--- src/rtl/avl_cmd_master.sv ---
// avl_cmd_master: executes single read/write commands as avl bus transfers.
// Command handshake: a command transfers on a rising clock edge where
// cmd_valid and cmd_ready are both 1. The initiator holds cmd_* stable while
// cmd_valid is high and not yet taken. rsp_valid is a one-cycle strobe with
// no backpressure; the rsp_* fields stay valid until the next response.
module avl_cmd_master #(
    parameter int pADDR_WIDTH = 8,
    parameter int pDATA_WIDTH = 32,
    parameter int pRD_LATENCY = 1,
    parameter int pTIMEOUT    = 255
) (
    input  logic                   avl_clock,
    input  logic                   avl_rst,
    input  logic                   cmd_valid,
    output logic                   cmd_ready,
    input  logic                   cmd_write,
    input  logic [pADDR_WIDTH-1:0] cmd_addr,
    input  logic [pDATA_WIDTH-1:0] cmd_wrdata,
    output logic                   rsp_valid,
    output logic                   rsp_write,
    output logic [pDATA_WIDTH-1:0] rsp_rddata,
    output logic                   rsp_timeout,
    output logic                   irq_pulse,
    output logic [pADDR_WIDTH-1:0] m_avl_addr,
    output logic                   m_avl_wrena,
    output logic [pDATA_WIDTH-1:0] m_avl_wrdata,
    output logic                   m_avl_rdena,
    input  logic [pDATA_WIDTH-1:0] m_avl_rddata,
    input  logic                   m_avl_irq,
    input  logic                   m_avl_wrq
);

    // A zero timeout still needs a one-bit counter so the vector is legal.
    localparam int WCW = (pTIMEOUT > 0) ? $clog2(pTIMEOUT + 1) : 1;
    // wait_cnt value seen in the pTIMEOUT-th stalled strobe cycle.
    localparam logic [WCW-1:0] WAIT_LAST = (pTIMEOUT > 0) ? WCW'(pTIMEOUT - 1) : '0;
    // lat_cnt reload so that capture happens pRD_LATENCY cycles after acceptance.
    localparam logic [3:0] LAT_LOAD = (pRD_LATENCY > 0) ? 4'(pRD_LATENCY - 1) : 4'd0;

    typedef enum logic [1:0] {
        IDLE   = 2'd0,
        ACCESS = 2'd1,
        RDWAIT = 2'd2,
        RESP   = 2'd3
    } state_t;

    state_t                 state;
    state_t                 state_n;
    logic                   write_q;
    logic [pADDR_WIDTH-1:0] addr_q;
    logic [pDATA_WIDTH-1:0] wrdata_q;
    logic [WCW-1:0]         wait_cnt;
    logic [3:0]             lat_cnt;
    logic                   irq_q;

    logic cmd_take;
    logic bus_accept;
    logic time_out;
    logic rd_capture;

    assign m_avl_addr   = addr_q;
    assign m_avl_wrdata = wrdata_q;

    // Next-state and strobe decode; bus strobes depend on registered state only.
    always_comb begin
        state_n     = state;
        cmd_ready   = 1'b0;
        m_avl_wrena = 1'b0;
        m_avl_rdena = 1'b0;
        rsp_valid   = 1'b0;
        cmd_take    = 1'b0;
        bus_accept  = 1'b0;
        time_out    = 1'b0;
        rd_capture  = 1'b0;
        case (state)
            IDLE: begin
                cmd_ready = ~avl_rst;
                if (cmd_valid && cmd_ready) begin
                    cmd_take = 1'b1;
                    state_n  = ACCESS;
                end
            end
            ACCESS: begin
                m_avl_wrena = write_q;
                m_avl_rdena = ~write_q;
                if (!m_avl_wrq) begin
                    // Acceptance takes priority over a timeout in the same cycle.
                    bus_accept = 1'b1;
                    if (write_q) begin
                        state_n = RESP;
                    end else if (pRD_LATENCY == 0) begin
                        rd_capture = 1'b1;
                        state_n    = RESP;
                    end else begin
                        state_n = RDWAIT;
                    end
                end else if ((pTIMEOUT > 0) && (wait_cnt == WAIT_LAST)) begin
                    time_out = 1'b1;
                    state_n  = RESP;
                end
            end
            RDWAIT: begin
                if (lat_cnt == 4'd0) begin
                    rd_capture = 1'b1;
                    state_n    = RESP;
                end
            end
            RESP: begin
                rsp_valid = 1'b1;
                state_n   = IDLE;
            end
            default: state_n = IDLE;
        endcase
    end

    // State register.
    always_ff @(posedge avl_clock) begin
        if (avl_rst) begin
            state <= IDLE;
        end else begin
            state <= state_n;
        end
    end

    // Command capture, wait/latency counters and response fields.
    always_ff @(posedge avl_clock) begin
        if (avl_rst) begin
            write_q     <= 1'b0;
            addr_q      <= '0;
            wrdata_q    <= '0;
            wait_cnt    <= '0;
            lat_cnt     <= 4'd0;
            rsp_write   <= 1'b0;
            rsp_rddata  <= '0;
            rsp_timeout <= 1'b0;
        end else begin
            if (cmd_take) begin
                write_q  <= cmd_write;
                addr_q   <= cmd_addr;
                wrdata_q <= cmd_wrdata;
                wait_cnt <= '0;
            end else if ((state == ACCESS) && m_avl_wrq && (wait_cnt != '1)) begin
                wait_cnt <= wait_cnt + WCW'(1);
            end

            if (bus_accept && !write_q) begin
                lat_cnt <= LAT_LOAD;
            end else if ((state == RDWAIT) && (lat_cnt != 4'd0)) begin
                lat_cnt <= lat_cnt - 4'd1;
            end

            if (rd_capture) begin
                rsp_write   <= 1'b0;
                rsp_rddata  <= m_avl_rddata;
                rsp_timeout <= 1'b0;
            end else if (time_out) begin
                rsp_write   <= write_q;
                rsp_rddata  <= '0;
                rsp_timeout <= 1'b1;
            end else if (bus_accept && write_q) begin
                rsp_write   <= 1'b1;
                rsp_rddata  <= '0;
                rsp_timeout <= 1'b0;
            end
        end
    end

    // Interrupt rising-edge detector, independent of the command FSM.
    always_ff @(posedge avl_clock) begin
        if (avl_rst) begin
            irq_q     <= 1'b0;
            irq_pulse <= 1'b0;
        end else begin
            irq_q     <= m_avl_irq;
            irq_pulse <= m_avl_irq & ~irq_q;
        end
    end

endmodule

--- config.mk ---
export PLATFORM = sky130hd
export DESIGN_NAME = avl_cmd_master
export DESIGN_NICKNAME = d
export VERILOG_FILES = /design/src/rtl/avl_cmd_master.sv
export SDC_FILE = /design/constraint.sdc
export NUM_CORES = 1
export LEC_CHECK = 0
export CORE_MARGIN = 2
export CORE_UTILIZATION = 25
export CTS_CLUSTER_SIZE = 25
export DETAILED_ROUTE_END_ITERATION = 7
export PLACE_DENSITY = 0.6
export SLEW_MARGIN = 20
export SYNTH_ARGS = -nofsm -noshare
export SYNTH_HDL_FRONTEND = slang
export SYNTH_SLANG_ARGS = --single-unit
--- constraint.sdc ---
create_clock -name avl_clock -period 3.4 [get_ports avl_clock]
set_input_delay 0.68 -clock avl_clock [delete_from_list [all_inputs] [get_ports avl_clock]]
set_output_delay 0.68 -clock avl_clock [all_outputs]
set_load 0.1 [all_outputs]
==> results of run 1 <==
-- power by group --
part | switching [mW] | internal, mW
clock network | 0.425 | 0.814
logic | 1.58 | 0.493
registers | 0.102 | 1.24
-- sequential cells by signal, summed over array words and instances, names as in the netlist, 2 cells and up --
name,cells
wait_cnt,8
m_avl_wrdata,32
state,2
m_avl_addr,8
lat_cnt,4
rsp_rddata,32
-- area by class of cell --
class,count,area (sq um)
multi-input combinational,307,1620
tap,180,225
clock buffer,10,239
timing repair buffer,161,1540
fill,1363,8320
clock inverter,6,136
inverter,7,26.3
sequential,91,1820
-- final timing paths --
check / startpoint / endpoint / slack [ns]
max: m_avl_wrdata[15] / m_avl_wrdata[15] / 0.88
min reg2reg: irq_q / irq_pulse / 0.39
max reg2reg: state[0] / rsp_rddata[11] / 1.38
min: irq_q / irq_pulse / 0.39
-- layout by cell type, fill, tap and decap left out, types with 3 or more instances in the layout --
cell,instances
a211oi_1,3
a21oi_1,37
buf_4,31
bufinv_16,4
clkbuf_16,9
clkdlybuf4s50_1,129
dfxtp_1,91
ha_1,8
inv_1,7
nand2_1,108
nand2b_1,42
nand3_1,6
nor2_1,13
nor2b_1,4
nor3_1,3
o21ai_0,44
or3_1,3
xnor2_1,4
xor2_1,5
-- routing by layer --
layer	global-route usage, %	part of all wire, %	vias to the layer above
met5	0	0	-
met4	6.11	2.1	0
met3	3.98	7.6	15
met2	20.6	46	105
met1	15.5	44	1535
li1	-	-	1712
-- stage by stage --
step	util, %	hold slack, ns	area, sq um	worst slack [ns]
6_report	40.3	0.388	5610	0.883
5_1_grt	40.3	0.410	5610	0.813
2_1_floorplan	-	0.367	3590	0.293
4_1_cts	40.3	0.393	5610	0.851
3_3_place_gp	37.6	0.377	5240	0.949
3_5_place_dp	37.6	0.377	5240	0.818
-- cell families (layout without fill, tap and decap cells) --
group	Yosys count	in the layout
AND/OR/NAND/NOR	194	194
buffers and inverters	36	184
flip-flops	91	91
AO/OA/AOI/OAI	96	96
adder cells (fa/ha/maj)	8	8
XOR/XNOR	9	9
==> run metrics, run 1 <==
R2R cell count 6; fin cells 762; All-Layer GR Usage 12.8%; Setup crit start kind flop; crit share post-route 74.0%; Slew @ Worst Pin 1.00 ns; delay-heaviest family, CP buffers and inverters; Hold Buf Count CTS 0; share of cells above drive strength 1 9.45%; Vias 3367; synth unique cells 39; worst path bufs/invs 1; Num Clock Sinks 91; Cells after Synth 434; Tot Pwr 4.65 mW; Max-Cap Viols 0; post-synthesis sequential area ratio 50.8%; Commonest cells post-synth nand2_1, dfxtp_1, o21ai_0, nand2b_1, a21oi_1; #FFs+latches synth 91; WP depth 1; first-pass GRT wire length 15500 microns; post-synthesis adder-cell area fraction 2.79%; Detail Route Antenna Nets 0; CP arrival 1.84 ns; Initial DRC Count 119; Synth Area in Compound Gates 14.5%; Cell Area, Synth 3590 sq um; Longest Clk Path Bufs 2; Post-Synth XOR/XNOR Area 2.20%; top cells by area, synth dfxtp_1, nand2_1, nand2b_1, o21ai_0, a21oi_1; Synth Net Count 520; total gr overflow 0; Worst slew margin 33.0%; Pwr Density 829 nW/um^2; number of I/O pins 157; CP Class reg2out; largest family of logic cells by synthesized area simple AND/OR/NAND/NOR gates; Cell Rows 43; CTS tree yes; Vias/cell 4.42; Core Region 13900 sq um; Worst VDD drop 427 uV; routed wire length 9660 microns; 1st-pass router iterations 4; CTS HTree Levels 3; Hold Path Stages 1; root buf cell clkbuf_16; Skew-Pair Late Insertion Delay 0.34 ns; gp weighted congestion 0.757; Post-Synth Simple-Gate Area 25.6%; crit-path max cell delay 1.16 ns; Max Clk Rate 0.397 GHz; Warnings, synthesis 0; CTS buffer count 9; Initial Util 25.7%; Post-CTS Setup Bufs 0; Hold Crit Class reg2reg; wire length per cell 12.7 microns; Pins Over Slew Limit 0; die area 15300 sq um; Pleak 2.04 nW; number of global-route vias before repair 3279; Max Fanout on Critical Path 2; Remaining DRCs 0; element type at the critical path end output port; Die Span X 124 microns; largest area contributor in the netlist dfxtp_1; # setup viols final 0; CP max stage cell clkdlybuf4s50_1; CP required 2.72 ns; Layout Area Growth over Synthesis 56.5%; post-DP HPWL 7090 microns; fin nets 663; die height 124 microns; Synth Flop Type dfxtp_1; number of diodes 0; status completed; Port Buf Inserts 156; dpl cells 746; Avg Inst Size Synth 8.26 sq um; Final Hold Viols 0; Tmin final 2.52 ns; initial antenna violation count 0; Worst Skew 0.00634 ns; CP Cell Sequence clkdlybuf4s50_1; mux contribution to synthesized area 0%; post_cts resized 0; RSZ-0062 raised after global routing no; Post-synth EDFFs 0; largest net degree at the start of global routing 45; Worst-path clk slew 0.07 ns; top cell type's share of synthesized area 50.8%; count leader, synth nand2_1; Async SR Flop Fraction 0%; setup tns final 0 ns
(Power assumes the default switching activity.)
==> run 2, diff against run 1 <==
clock period = 2.5 ns   (was 3.4 ns; I/O delays follow)
==> run metrics, run 2 (synthesis gave the netlist of run 1 again) <==
Worst VDD drop 556 uV (+30%); placed cell area 5170 sq um (-1.3%); Pleak 2.15 nW (+5.1%); total gr overflow 0 (unchanged); 1st-pass router iterations 4 (unchanged); post-placement setup slack 0.415 ns (-0.403 ns); Core Util, Final 39.5% (-0.73 points); die area 15300 sq um (unchanged); setup tns final 0 ns (unchanged); die height 124 microns (unchanged); Vias 3385 (+0.53%); R2R cell count 6 (unchanged); CP max stage cell dfxtp_1; setup ws final 0.373 ns (-0.510 ns); r2r startpoint lat_cnt[0]; post_cts resized 0 (unchanged); element type at the critical path end output port; CTS HTree Levels 3 (unchanged); delay-heaviest family, CP flip-flops; post-DP HPWL 6910 microns (-2.5%); number of diodes 0 (unchanged); share of cells above drive strength 1 18.9% (+9.4 points); wire length per cell 12.7 microns (+0.18%); largest net degree at the start of global routing 83 (+84%); filler cell count 1381 (+1.3%); worst path bufs/invs 2 (+1); Worst slew margin 56.6% (+24 points); Initial Util 25.7% (unchanged); gp weighted congestion 0.796 (+5.2%); Longest Clk Path Bufs 2 (unchanged); initial antenna violation count 0 (unchanged); Detail Route Antenna Nets 0 (unchanged); most common cell after layout, fill and taps aside nand2_1; RSZ-0062 raised after global routing no; fin cells 763 (+0.13%); number of global-route vias before repair 3140 (-4.2%); Worst Skew 0.00547 ns (-0.000864 ns); Remaining DRCs 0 (unchanged); Tot Pwr 6.21 mW (+33%); CP arrival 1.63 ns (-0.21 ns); WP depth 4 (+3); Tmin final 2.13 ns; Final Hold Viols 0 (unchanged); Max-Cap Viols 0 (unchanged); fin nets 664 (+0.15%); All-Layer GR Usage 12.3% (-0.46 points); Core Region 13900 sq um (unchanged); routed wire length 9690 microns (+0.31%); Vias/cell 4.44 (+0.40%); crit-path max cell delay 0.35 ns (-0.81 ns); Pwr Density 1130 nW/um^2 (+36%); final hold slack 0.388 ns (+0.000545 ns); Hold Buf Count CTS 0 (unchanged); CP required 2.00 ns (-0.72 ns); Setup crit start kind flop; Post-CTS Setup Bufs 0 (unchanged); Max Clk Rate 0.470 GHz; R2R Setup Slk 0.57 ns (-0.81 ns); Layout Area Growth over Synthesis 53.7%; Worst-path clk slew 0.07 ns (about the same); root buf cell clkbuf_16; # setup viols final 0 (unchanged); status completed; CTS tree yes; dpl cells 747 (+0.13%); Slew @ Worst Pin 0.651 ns (-0.351 ns); CP Cell Sequence inv_1 -> ha_1 -> nor2b_2 -> buf_12; Num Clock Sinks 91 (unchanged); r2r endpoint state[0]; crit share post-route 85.1%; Cell Rows 43 (unchanged); first-pass GRT wire length 14700 microns (-4.6%); Multi-input gate area 1620 sq um (+0.31%); beginning of the critical path state[1]; Initial DRC Count 131 (+10%); Max Fanout on Critical Path 9 (+7); CP Class reg2out; Pins Over Slew Limit 0 (unchanged); number of I/O pins 157 (unchanged); Die Span X 124 microns (unchanged); Port Buf Inserts 156 (unchanged); most frequent cells in the layout nand2_1, dfxtp_1, buf_4; CTS buffer count 9 (unchanged); Final Instance Area 5510 sq um (-1.8%); Skew-Pair Late Insertion Delay 0.34 ns (about the same); CP endpoint m_avl_rdena; storage element area 1820 sq um (unchanged); Hold Crit Class reg2reg
[run 2: how the worst min path moves through the flow]
stage           from         to  slack [ns]  cells after the start
5_1_grt        irq_q  irq_pulse        0.42                      1
2_1_floorplan  irq_q  irq_pulse        0.37                      1
6_report       irq_q  irq_pulse        0.39                      1
3_5_place_dp   irq_q  irq_pulse        0.38                      1
4_1_cts        irq_q  irq_pulse        0.39                      1
3_3_place_gp   irq_q  irq_pulse        0.37                      1
[run 2: per-layer routing]
layer	wire length (microns)	track usage, %
met1	4230	14.8
met2	4450	19.8
met5	0	0
met4	164	4.62
met3	841	4.90
[run 2: area by class of cell]
cell class / count / share of cell area [%]
repair buffers: 162 / 26.7
clock buffers: 9 / 4.09
flip-flops and latches: 91 / 33.1
inverters: 7 / 0.477
clock inverters: 7 / 2.11
well taps: 180 / 4.09
multi-input cells: 307 / 29.5
[run 2: where the power goes]
| part | switching, mW | internal, mW |
|---|---|---|
| Combinational | 2.18 | 0.664 |
| Sequential | 0.139 | 1.69 |
| Clock | 0.573 | 0.975 |
[run 2: worst reg2reg max path: cells and delay by family (launching register included)]
family | cells | cell delay [ns]
compound gates | 2 | 0.50
flops | 1 | 0.33
buf+inv | 1 | 0.06
simple gates | 2 | 0.77
fa+ha+maj | 1 | 0.19
==> run 3, diff against run 2 <==
DONT_BUFFER_PORTS = 1   (was unset)
PLACE_DENSITY = 0.46   (was 0.6)
==> run metrics, run 3 (synthesis gave the netlist of run 1 again) <==
Cell Rows 43 (unchanged); Num Clock Sinks 91 (unchanged); post-DP HPWL 6120 microns (-12%); status completed; Vias 2966 (-12%); total gr overflow 0 (unchanged); most common cell after layout, fill and taps aside nand2_1; number of global-route vias before repair 2766 (-12%); first-pass GRT wire length 13300 microns (-9.6%); All-Layer GR Usage 11.2% (-1.1 points); Final Instance Area 4600 sq um (-16%); CP Cell Sequence inv_1 -> ha_1 -> nand2_1 -> inv_1 -> buf_4; Initial Util 25.7% (unchanged); WP depth 5 (+1); Hold Path Stages 1 (unchanged); Worst slew margin 54.0% (-2.6 points); Worst VDD drop 440 uV (-21%); Die Span X 124 microns (unchanged); largest net degree at the start of global routing 83 (unchanged); placed cell area 4310 sq um (-17%); Pins Over Slew Limit 0 (unchanged); Vias/cell 4.35 (-2.0%); setup tns final 0 ns (unchanged); Max-Cap Viols 0 (unchanged); R2R cell count 6 (unchanged); die height 124 microns (unchanged); Worst-path clk slew 0.07 ns (about the same); initial antenna violation count 0 (unchanged); Slew @ Worst Pin 0.690 ns (+0.0384 ns); routed wire length 8760 microns (-9.6%); Hold Crit Class in2reg; # setup viols final 0 (unchanged); Final Hold Viols 0 (unchanged); Initial DRC Count 92 (-30%); 1st-pass router iterations 4 (unchanged); Skew-Pair Late Insertion Delay 0.34 ns (about the same); CTS buffer count 9 (unchanged); Max Clk Rate 0.466 GHz (-0.96%); Tmin final 2.15 ns (+0.0205 ns); delay-heaviest family, CP buffers and inverters; CTS tree yes; CP arrival 1.65 ns (+0.02 ns); Multi-input gate area 1620 sq um (unchanged); CP max stage cell dfxtp_1; element type at the critical path end output port; number of I/O pins 157 (unchanged); wire length per cell 12.8 microns (+1.1%); Max Fanout on Critical Path 9 (unchanged); CP required 2.00 ns (about the same); root buf cell clkbuf_16; Remaining DRCs 0 (unchanged); gp weighted congestion 0.730 (-8.4%); CP most frequent cell inv_1; post_cts resized 0 (unchanged); die area 15300 sq um (unchanged); CP Class reg2out; Hold Buf Count CTS 0 (unchanged); Longest Clk Path Bufs 2 (unchanged); fin nets 583 (-12%); Worst Skew 0.00500 ns (-0.000473 ns); most frequent cells in the layout nand2_1, dfxtp_1, buf_4; share of cells above drive strength 1 21.1% (+2.2 points); Port Buf Inserts 0 (-100%); Detail Route Antenna Nets 0 (unchanged); CTS HTree Levels 3 (unchanged); final hold slack 0.234 ns (-0.154 ns); Pleak 1.79 nW (-17%); crit-path max cell delay 0.35 ns (about the same); Post-CTS Setup Bufs 0 (unchanged); storage element area 1820 sq um (unchanged); Setup crit start kind flop; Pwr Density 1260 nW/um^2 (+11%); Core Region 13900 sq um (unchanged); number of diodes 0 (unchanged); filler cell count 1445 (+4.6%); Layout Area Growth over Synthesis 28.3%; RSZ-0062 raised after global routing no; worst path bufs/invs 3 (+1); crit share post-route 85.9% (+0.82 points)
-- run 3: cell count changes in the layout (fill, tap and decap cells not counted) --
| cell | delta |
|---|---|
| inv_6 | +3 |
| clkbuf_8 | +2 |
| clkinv_4 | +1 |
| buf_12 | -5 |
| clkinvlp_4 | -1 |
| buf_4 | +1 |
| bufinv_16 | -3 |
| clkdlybuf4s50_1 | -77 |
| clkinv_2 | -2 |
-- run 3: final timing paths --
path	start	end	slack, ns
worst max-delay path	state[1]	m_avl_wrena	0.35
worst min-delay path	avl_rst	state[1]	0.23
worst max register to register	lat_cnt[0]	state[0]	0.53
worst min register to register	irq_q	irq_pulse	0.38
-- run 3: worst reg2reg max path, cell delays in order, from the launching register on --
cell      delay [ns]
dfxtp_1         0.34
inv_1           0.06
ha_1            0.19
or3b_4          0.41
a22o_1          0.28
or3_1           0.36
a211oi_1        0.25
-- run 3: through the flow --
step,setup slack [ns],total power [mW],std cells,utilization (%)
2_1_floorplan,0.0409,3.99,434,-
3_3_place_gp,0.646,4.46,666,30.9
3_5_place_dp,0.542,4.49,666,30.9
4_1_cts,0.345,5.87,682,33.0
5_1_grt,0.247,6.06,682,33.0
6_report,0.353,5.78,682,33.0
-- run 3: metal layers --
metal | vias up | track usage [%] | share of wire (%)
met3 | 12 | 5.68 | 10
met4 | 0 | 4.97 | 2.0
li1 | 1552 | - | -
met2 | 98 | 16.9 | 43
met1 | 1304 | 13.3 | 44
met5 | - | 0 | 0
-- run 3: report_power, final --
part	switching (mW)	internal, mW
registers	0.0838	1.68
clock network	0.591	0.743
logic	2.17	0.503
-- run 3: final cells by class --
cell class	count	share of cell area, %
clock buffer	11	5.49
clock inverter	5	0.952
inverter	7	0.571
multi-input combinational	307	35.3
sequential	91	39.6
tap	180	4.89
timing repair buffer	81	13.2
